<file path="config.mk">
export PLATFORM = sky130hd
export DESIGN_NAME = if_fetch_unit_flat
export DESIGN_NICKNAME = d
export VERILOG_FILES = /design/src/rtl/if_fetch_unit_pkg.sv /design/src/rtl/if_fetch_unit_if.sv /design/src/rtl/if_fetch_unit_fetch_fifo.sv /design/src/rtl/if_fetch_unit.sv /design/src/flat_wrapper.sv
export SDC_FILE = /design/constraint.sdc
export NUM_CORES = 1
export LEC_CHECK = 0
export ABC_CLOCK_PERIOD_IN_PS = 9300
export CAP_MARGIN = 20
export CORE_MARGIN = 2
export CORE_UTILIZATION = 50
export DETAILED_ROUTE_END_ITERATION = 16
export PLACE_DENSITY = 0.78
export SYNTH_ARGS = -nofsm -noshare
export SYNTH_HDL_FRONTEND = slang
export SYNTH_SLANG_ARGS = --single-unit
export TNS_END_PERCENT = 100
</file>
<file path="constraint.sdc">
create_clock -name clk -period 9.3 [get_ports clk]
set_clock_uncertainty 0.05 [all_clocks]
set_input_delay 1.86 -clock clk [delete_from_list [all_inputs] [get_ports clk]]
set_output_delay 1.86 -clock clk [all_outputs]
set_load 0.1 [all_outputs]
</file>
<file path="src/rtl/if_fetch_unit_pkg.sv">
// Shared widths, defaults and types for the instruction-fetch front end.
package if_fetch_unit_pkg;

    localparam int unsigned InstAddrBus    = 32;
    localparam int unsigned InstBus        = 32;
    localparam int unsigned FetchFifoDepth = 2;

    localparam logic [InstAddrBus-1:0] ResetPc = 32'h0000_0000;

    localparam logic ChipEnable  = 1'b1;
    localparam logic ChipDisable = 1'b0;

    typedef enum logic {StIdle, StRun} fetch_state_e;

    // Occupancy counter must represent 0..depth inclusive.
    function automatic int unsigned fifo_cnt_width(int unsigned depth);
        return $clog2(depth) + 1;
    endfunction

endpackage

</file>
<file path="src/rtl/if_fetch_unit_if.sv">
// Bundle of the ROM read port, pipeline control inputs and the decode handshake.
interface if_fetch_unit_if #(
    parameter int unsigned ADDR_W = 32,
    parameter int unsigned INST_W = 32
);
    logic              rom_ce;
    logic [ADDR_W-1:0] rom_addr;
    logic [INST_W-1:0] rom_inst;
    logic              stall;
    logic              branch_flag;
    logic [ADDR_W-1:0] branch_target;
    logic              id_valid;
    logic              id_ready;
    logic [ADDR_W-1:0] id_pc;
    logic [INST_W-1:0] id_inst;

    modport master (
        output rom_ce, rom_addr, id_valid, id_pc, id_inst,
        input  rom_inst, stall, branch_flag, branch_target, id_ready
    );

    modport slave (
        input  rom_ce, rom_addr, id_valid, id_pc, id_inst,
        output rom_inst, stall, branch_flag, branch_target, id_ready
    );
endinterface

</file>
<file path="src/rtl/if_fetch_unit_fetch_fifo.sv">
// Small synchronous FIFO holding {pc, inst} pairs; flush empties it in one cycle.
module fetch_fifo
    import if_fetch_unit_pkg::*;
#(
    parameter int unsigned WIDTH = 64,
    parameter int unsigned DEPTH = 2
) (
    input  logic             clk,
    input  logic             rst,
    input  logic             push_i,
    input  logic [WIDTH-1:0] wdata_i,
    input  logic             pop_i,
    input  logic             flush_i,
    output logic             full_o,
    output logic             empty_o,
    output logic [WIDTH-1:0] head_o
);
    localparam int unsigned PtrW = $clog2(DEPTH);
    localparam int unsigned CntW = fifo_cnt_width(DEPTH);

    logic [WIDTH-1:0] mem_q [DEPTH];
    logic [PtrW-1:0]  wptr_q, wptr_d;
    logic [PtrW-1:0]  rptr_q, rptr_d;
    logic [CntW-1:0]  cnt_q, cnt_d;
    logic             push_ok, pop_ok;

    assign full_o  = (cnt_q == CntW'(DEPTH));
    assign empty_o = (cnt_q == '0);
    assign pop_ok  = pop_i && !empty_o;
    // A push into a full buffer is only legal when the head leaves in the same cycle.
    assign push_ok = push_i && (!full_o || pop_ok);
    assign head_o  = empty_o ? '0 : mem_q[rptr_q];

    always_comb begin
        wptr_d = wptr_q;
        rptr_d = rptr_q;
        cnt_d  = cnt_q;
        if (flush_i) begin
            wptr_d = '0;
            rptr_d = '0;
            cnt_d  = '0;
        end else begin
            if (push_ok) wptr_d = wptr_q + 1'b1;
            if (pop_ok)  rptr_d = rptr_q + 1'b1;
            unique case ({push_ok, pop_ok})
                2'b10:   cnt_d = cnt_q + 1'b1;
                2'b01:   cnt_d = cnt_q - 1'b1;
                default: cnt_d = cnt_q;
            endcase
        end
    end

    always_ff @(posedge clk or posedge rst) begin
        if (rst) begin
            wptr_q <= '0;
            rptr_q <= '0;
            cnt_q  <= '0;
        end else begin
            wptr_q <= wptr_d;
            rptr_q <= rptr_d;
            cnt_q  <= cnt_d;
        end
    end

    always_ff @(posedge clk) begin
        if (push_ok && !flush_i) mem_q[wptr_q] <= wdata_i;
    end

endmodule

</file>
<file path="src/rtl/if_fetch_unit.sv">
// Fetch front end: PC register, chip-enable sequencing, fetch/branch control and fetch buffer.
module if_fetch_unit
    import if_fetch_unit_pkg::*;
#(
    parameter int unsigned     ADDR_W     = InstAddrBus,
    parameter int unsigned     INST_W     = InstBus,
    parameter logic [ADDR_W-1:0] RESET_PC = ResetPc,
    parameter int unsigned     FIFO_DEPTH = FetchFifoDepth
) (
    input logic             clk,
    input logic             rst,
    if_fetch_unit_if.master bus
);
    fetch_state_e      state_q, state_d;
    logic [ADDR_W-1:0] pc_q, pc_d;
    logic              ce;
    logic              fifo_full, fifo_empty;
    logic              pop, fetch;
    logic [ADDR_W+INST_W-1:0] head;
    logic              unused_tgt_lsb;

    assign unused_tgt_lsb = ^bus.branch_target[1:0];

    assign ce    = (state_q == StRun) ? ChipEnable : ChipDisable;
    assign pop   = !fifo_empty && bus.id_ready;
    assign fetch = ce && !bus.stall && !bus.branch_flag && (!fifo_full || pop);

    always_comb begin
        state_d = state_q;
        unique case (state_q)
            StIdle:  state_d = StRun;
            StRun:   state_d = StRun;
            default: state_d = StIdle;
        endcase
    end

    // Branch wins over stall and fetch, and is honoured even before ce rises.
    always_comb begin
        pc_d = pc_q;
        if (bus.branch_flag) begin
            pc_d = {bus.branch_target[ADDR_W-1:2], 2'b00};
        end else if (fetch) begin
            pc_d = pc_q + ADDR_W'(4);
        end
    end

    always_ff @(posedge clk or posedge rst) begin
        if (rst) begin
            state_q <= StIdle;
            pc_q    <= RESET_PC;
        end else begin
            state_q <= state_d;
            pc_q    <= pc_d;
        end
    end

    fetch_fifo #(
        .WIDTH (ADDR_W + INST_W),
        .DEPTH (FIFO_DEPTH)
    ) u_fetch_fifo (
        .clk     (clk),
        .rst     (rst),
        .push_i  (fetch),
        .wdata_i ({pc_q, bus.rom_inst}),
        .pop_i   (pop),
        .flush_i (bus.branch_flag),
        .full_o  (fifo_full),
        .empty_o (fifo_empty),
        .head_o  (head)
    );

    assign bus.rom_ce   = ce;
    assign bus.rom_addr = pc_q;
    assign bus.id_valid = !fifo_empty;
    assign bus.id_pc    = head[ADDR_W+INST_W-1:INST_W];
    assign bus.id_inst  = head[INST_W-1:0];

endmodule

</file>
<file path="src/flat_wrapper.sv">
// flat-port wrapper written by rule: the top's interface ports become plain ports
module if_fetch_unit_flat import if_fetch_unit_pkg::*;
#(
    parameter int unsigned     ADDR_W     = InstAddrBus,
    parameter int unsigned     INST_W     = InstBus,
    parameter logic [ADDR_W-1:0] RESET_PC = ResetPc,
    parameter int unsigned     FIFO_DEPTH = FetchFifoDepth
)
  (clk, rst, bus_rom_ce, bus_rom_addr, bus_id_valid, bus_id_pc, bus_id_inst, bus_rom_inst, bus_stall, bus_branch_flag, bus_branch_target, bus_id_ready);
  if_fetch_unit_if #(.ADDR_W(ADDR_W), .INST_W(INST_W)) bus_i ();
  input logic clk;
  input logic rst;
  output wire logic [$bits(bus_i.rom_ce)-1:0] bus_rom_ce;
  output wire logic [$bits(bus_i.rom_addr)-1:0] bus_rom_addr;
  output wire logic [$bits(bus_i.id_valid)-1:0] bus_id_valid;
  output wire logic [$bits(bus_i.id_pc)-1:0] bus_id_pc;
  output wire logic [$bits(bus_i.id_inst)-1:0] bus_id_inst;
  input wire logic [$bits(bus_i.rom_inst)-1:0] bus_rom_inst;
  input wire logic [$bits(bus_i.stall)-1:0] bus_stall;
  input wire logic [$bits(bus_i.branch_flag)-1:0] bus_branch_flag;
  input wire logic [$bits(bus_i.branch_target)-1:0] bus_branch_target;
  input wire logic [$bits(bus_i.id_ready)-1:0] bus_id_ready;
  assign bus_rom_ce = bus_i.rom_ce;
  assign bus_rom_addr = bus_i.rom_addr;
  assign bus_id_valid = bus_i.id_valid;
  assign bus_id_pc = bus_i.id_pc;
  assign bus_id_inst = bus_i.id_inst;
  assign bus_i.rom_inst = bus_rom_inst;
  assign bus_i.stall = bus_stall;
  assign bus_i.branch_flag = bus_branch_flag;
  assign bus_i.branch_target = bus_branch_target;
  assign bus_i.id_ready = bus_id_ready;
  if_fetch_unit #(.ADDR_W(ADDR_W), .INST_W(INST_W), .RESET_PC(RESET_PC), .FIFO_DEPTH(FIFO_DEPTH)) u_core (.clk(clk), .rst(rst), .bus(bus_i));
endmodule
</file>
== Word level (Yosys, flattened, before mapping) ==
Memory sizes are Yosys's and may differ from the RTL's.
Index checks and enable logic that the tools add are counted.
Word-level totals
  flip-flop bits (word level): 37
  RAM bits: 128
  input bits: 69
  output and inout bits: 98
  logic and storage cells: 44
  memories: 1
Memory list
  u_core.u_fetch_fifo.mem_q: depth 2, bits a word 64, rd ports 1, clocked after memory_dff 0, wr ports 1, line if_fetch_unit_fetch_fifo.sv:21  | logic [WIDTH-1:0] mem_q [DEPTH];
Cells by class
  add/sub/neg operators: 5
  equality and inequality tests: 3
  mux-type cells: 12
  reductions and logical operators: 18
Operators with widths (count)
  $mux 32: 2
  $mux 64: 1
  $add 32x3->32 const B: 1
  $logic_and 1x1->1: 7
  $mux 1: 7
  $reduce_bool 2->1: 3
  $eq 2x2->1 const B: 2
  $logic_not 1->1: 4
  $pmux 2 s2: 1
  $reduce_bool 3->1: 1
  $add 1x1->1 const B: 2
  $add 2x1->2 const B: 1
  $eq 2x1->1 const B: 1
  $logic_not 2->1: 1
  $logic_or 1x1->1: 2
  $mux 2: 1
  $sub 2x1->2 const B: 1

== Logic depth before layout (Yosys ltp) ==
  depth after elaboration: 9
  mapped depth: 7
  mapped depth without buffers: 5

== Hierarchy ==
Synthesis repeated with hierarchy kept, for this count alone.
Unflattened totals
  cell total of the unflattened synthesis: 516
  area total of the unflattened synthesis: 6905.4 um^2
Modules (own cells, without submodules)
  fetch_fifo: times used 1, cells an instance 300, area an instance 5049.8 um^2, sequential area each 3943.8 um^2
  if_fetch_unit: times used 1, cells an instance 216, area an instance 1855.5 um^2, sequential area each 775.7 um^2

== Worst setup path before layout ==
Ideal clock, no wire load.
  path kind: in2reg
  start: in bus_branch_flag
  end: mem u_core.u_fetch_fifo.mem_q[0][0] (enable)
  setup time: 0.635 ns
  data arrival time: 8.208 ns
  setup slack: 0.408 ns
  cell stages on the path: 3
  cells stage by stage: clkbuf_1 > clkbuf_1 > nor4_1
On the way
  word-level cells in the longest chain between the ends: 7
RTL lines
  start, declared: line flat_wrapper.sv:20  | input wire logic [$bits(bus_i.branch_flag)-1:0] bus_branch_flag;
  $logic_not 1->1 *: line if_fetch_unit_fetch_fifo.sv:66, if_fetch_unit.sv:26
  $logic_and 1x1->1 (2 in series): line if_fetch_unit.sv:26  | assign fetch = ce && !bus.stall && !bus.branch_flag && (!fifo_full || pop);
  $logic_and 1x1->1: line if_fetch_unit_fetch_fifo.sv:31  | assign push_ok = push_i && (!full_o || pop_ok);
  $logic_and 1x1->1 *: line if_fetch_unit_fetch_fifo.sv:66  | if (push_ok && !flush_i) mem_q[wptr_q] <= wdata_i;
  $mux 1 *: line if_fetch_unit_fetch_fifo.sv:66
  $mux 1 (not written as such) *: line if_fetch_unit_fetch_fifo.sv:66
  end, declared: line if_fetch_unit_fetch_fifo.sv:21
Every way passes the cells marked *; elsewhere a longest branch is shown, timed or not.

== Worst setup path in the final report ==
  start: reg u_core.u_fetch_fifo.rptr_q
  end: out bus_id_inst[9]
On the way
  word-level cells in the longest chain between the ends: 2
RTL lines
  start, declared: line if_fetch_unit_fetch_fifo.sv:23  | logic [PtrW-1:0] rptr_q, rptr_d;
  start signal, assigned: line if_fetch_unit_fetch_fifo.sv:60  | rptr_q <= rptr_d;
  $mem_v2 2x64
  $mux 64: line if_fetch_unit_fetch_fifo.sv:32  | assign head_o = empty_o ? '0 : mem_q[rptr_q];
  end, declared: line flat_wrapper.sv:17  | output wire logic [$bits(bus_i.id_inst)-1:0] bus_id_inst;
No other way between the ends.

==> qor.csv <==
stage;metric;value;unit
placed_design;post-place-cells;828;
power;leakage;3.060;nW
power;power_density;206.4;nW/um^2
global_route;grt_max_degree;64;
detailed_routing;firstDrtPassIters;4;
cells_and_area;diodes;0;
synth;ys.flop_type;edfxtp_1;
cts;clk_latency;0.41;ns
global_route;grt_pass1_vias;4652;
synth;synth_top_area_cell;edfxtp_1;
cts;cts_root_buffer;clkbuf_16;
synth;yosys_warnings;0;
synth;synth_edf_count;124;
synth;ys_ff_latch;159;
synth;syn_area;6798;um^2
cells_and_area;fin_nets;741;
placed_design;place.gp.congestion;0.8301;
cts;ctsHoldBuffers;0;
floorplan;core-area;13240;um^2
detailed_routing;drtIter0Drc;306;
placed_design;dpl.hpwl;9755;um
cts;path_clk_slew;0.06;ns
synth;ys_seq_area_frac;0.6766;
synth;synth_common_cells;124 x edfxtp_1, 86 x nor2_1, 64 x mux2i_1;
global_route;overflow;0;
timing;fmax;199.0;MHz
floorplan;dieArea;14540;um^2
synth;synth_most_common_cell;edfxtp_1;
cts;numClockSinks;159;
run_status;outcome;completed;
critical_path;cp-end-kind;output pin;
cts;post_cts_buffers;0;
cts;cts_buffers;17;
floorplan;fp.dieW;120.6;um
min_path;hp-class;register to register;
detailed_routing;wl_per_cell;17.50;um
synth;synth_cells;515;
synth;synth_top_area_share;0.5478;
timing;hold_viol;0;
cells_and_area;multiInputGateArea;2054;um^2
cells_and_area;ff_latch_area;4603;um^2
power;ir_worst_vdd;0.1380;mV
synth;syn_avg_cell_area;13.20;um^2
floorplan;initial_core_util;0.5133;
timing;maxSlewViolCount;0;
floorplan;io_pins;167;
timing;rsz0062_at_grt;no;
cells_and_area;layout.cells.non_filler;860;
detailed_routing;final_antenna_net_count;0;
global_route;globalRouteTotalUtil;0.2125;
critical_path;critPathLaunchType;register;
floorplan;row_count;42;
detailed_routing;viasPerCell;5.487;
timing;min_period;5.026;ns
critical_path;path_max_fanout;63;
timing;tns;0;ns
critical_path;crit_type;register to output pin;
timing;setup_viol;0;
timing;slew_headroom;0.2434;
cells_and_area;area_growth_syn_to_layout;34.29;%
detailed_routing;drc;0;
synth;synthDistinctLibCells;44;
timing;timing.final.crit_share;0.5404;
global_route;grt_pass1_wl;23720;um
global_route;antenna_found_initial;0;
synth;yosys-top-cells-area;edfxtp_1 55%, dfrtp_1 13%, mux2i_1 9.4%;
flow_run;cap_violations;0;
synth;synthArstFlopShare;0.2201;
critical_path;arrival;3.12;ns
detailed_routing;vias;4719;
timing;tightest_slew;1.135;ns
critical_path;cp.required;7.39;ns
detailed_routing;drt-total-wl;15050;um
cts;clockBufferDepth;2;
floorplan;fp.dieH;120.6;um
cells_and_area;final_layout_size_suffix_gt1_frac;0.06579;
cts;cts_resized;0;
cts;h-tree-depth;4;
placed_design;portBuffers;160;
cells_and_area;nFillCells;944;
cts;cts_tree;done;
## worst paths after layout
kind                                                          start                                         end  slack [ns]  cells past startpoint
min reg2reg                     u_core.bus.rom_addr[28]$_DFFE_PP0P_  u_core.u_fetch_fifo.mem_q[0][60]$_DFFE_PP_        0.52                      0
min in group asynchronous                                       rst          u_core.bus.rom_addr[2]$_DFFE_PP0P_        1.82                      3
max                          u_core.u_fetch_fifo.rptr_q$_DFFE_PP0P_                              bus_id_inst[9]        4.27                      3
max reg2reg                u_core.u_fetch_fifo.cnt_q[1]$_DFFE_PP0P_  u_core.u_fetch_fifo.mem_q[1][45]$_DFFE_PP_        6.51                      5
max in group asynchronous                                       rst      u_core.u_fetch_fifo.rptr_q$_DFFE_PP0P_        7.02                      3
min                             u_core.bus.rom_addr[28]$_DFFE_PP0P_  u_core.u_fetch_fifo.mem_q[0][60]$_DFFE_PP_        0.52                      0
## layout by cell type, fill, tap and decap left out, types with 14 or more instances in the layout
cell             instances
a31oi_1                 16
nor2_1                  85
clkdlybuf4s50_1        160
or4_1                   14
mux2i_1                 64
clkbuf_16               17
nand2_1                 27
dfrtp_1                 34
edfxtp_1               124
## cell families after synthesis
group / Yosys count / share of synthesized area
and+or+nand+nor: 186 / 0.1358
DFF: 159 / 0.6766
muxes: 64 / 0.09424
AOI/OAI and AO/OA: 51 / 0.04988
buffers and inverters: 40 / 0.02503
xor gates and xnor gates: 12 / 0.01546
other: 2 / 0.001105
adders and majority gates: 1 / 0.001840
## flip-flops by register name (all words and copies together) (netlist names)
name / cells
u_core.u_fetch_fifo.cnt_q: 2
u_core.state_q: 1
u_core.u_fetch_fifo.mem_q: 124
u_core.u_fetch_fifo.rptr_q: 1
u_core.u_fetch_fifo.wptr_q: 1
u_core.bus.rom_addr: 30
## cell type report
type,count,share of cell area
repair buffers,167,0.1812
flip-flops and latches,159,0.5042
clock buffers,18,0.04701
well taps,176,0.02412
multi-input cells,319,0.2251
clock inverters,14,0.01549
inverters,7,0.002878
## routing by layer
metal / track usage / wire, um
met2: 0.3453 / 7472
met3: 0.04764 / 941
met4: 0.07485 / 129
met5: 0 / 0
met1: 0.2830 / 6505
## stage by stage
step	power (mW)	utilization	hold WS (ns)	cell area, um^2	worst slack, ns
2_1_floorplan	1.127	-	0.4665	6809	0.4079
3_3_place_gp	1.231	0.6463	0.4821	8558	4.337
3_5_place_dp	1.237	0.6463	0.5088	8558	4.330
4_1_cts	1.899	0.6893	0.5241	9129	4.254
5_1_grt	1.947	0.6893	0.5248	9129	4.135
6_report	1.884	0.6893	0.5241	9129	4.274
## critical path, cell delays in order, from the launching register on
cell and delay (ns):
dfrtp_4 1.16, mux2i_1 0.22, nor2_1 0.15, clkdlybuf4s50_1 1.14
## power breakdown
part / internal (mW) / total (mW) / switching, mW
registers: 0.799 / 0.841 / 0.0421
clock network: 0.395 / 0.661 / 0.267
logic: 0.104 / 0.382 / 0.278
total: 1.30 / 1.88 / 0.587
(Power assumes the default switching activity.)
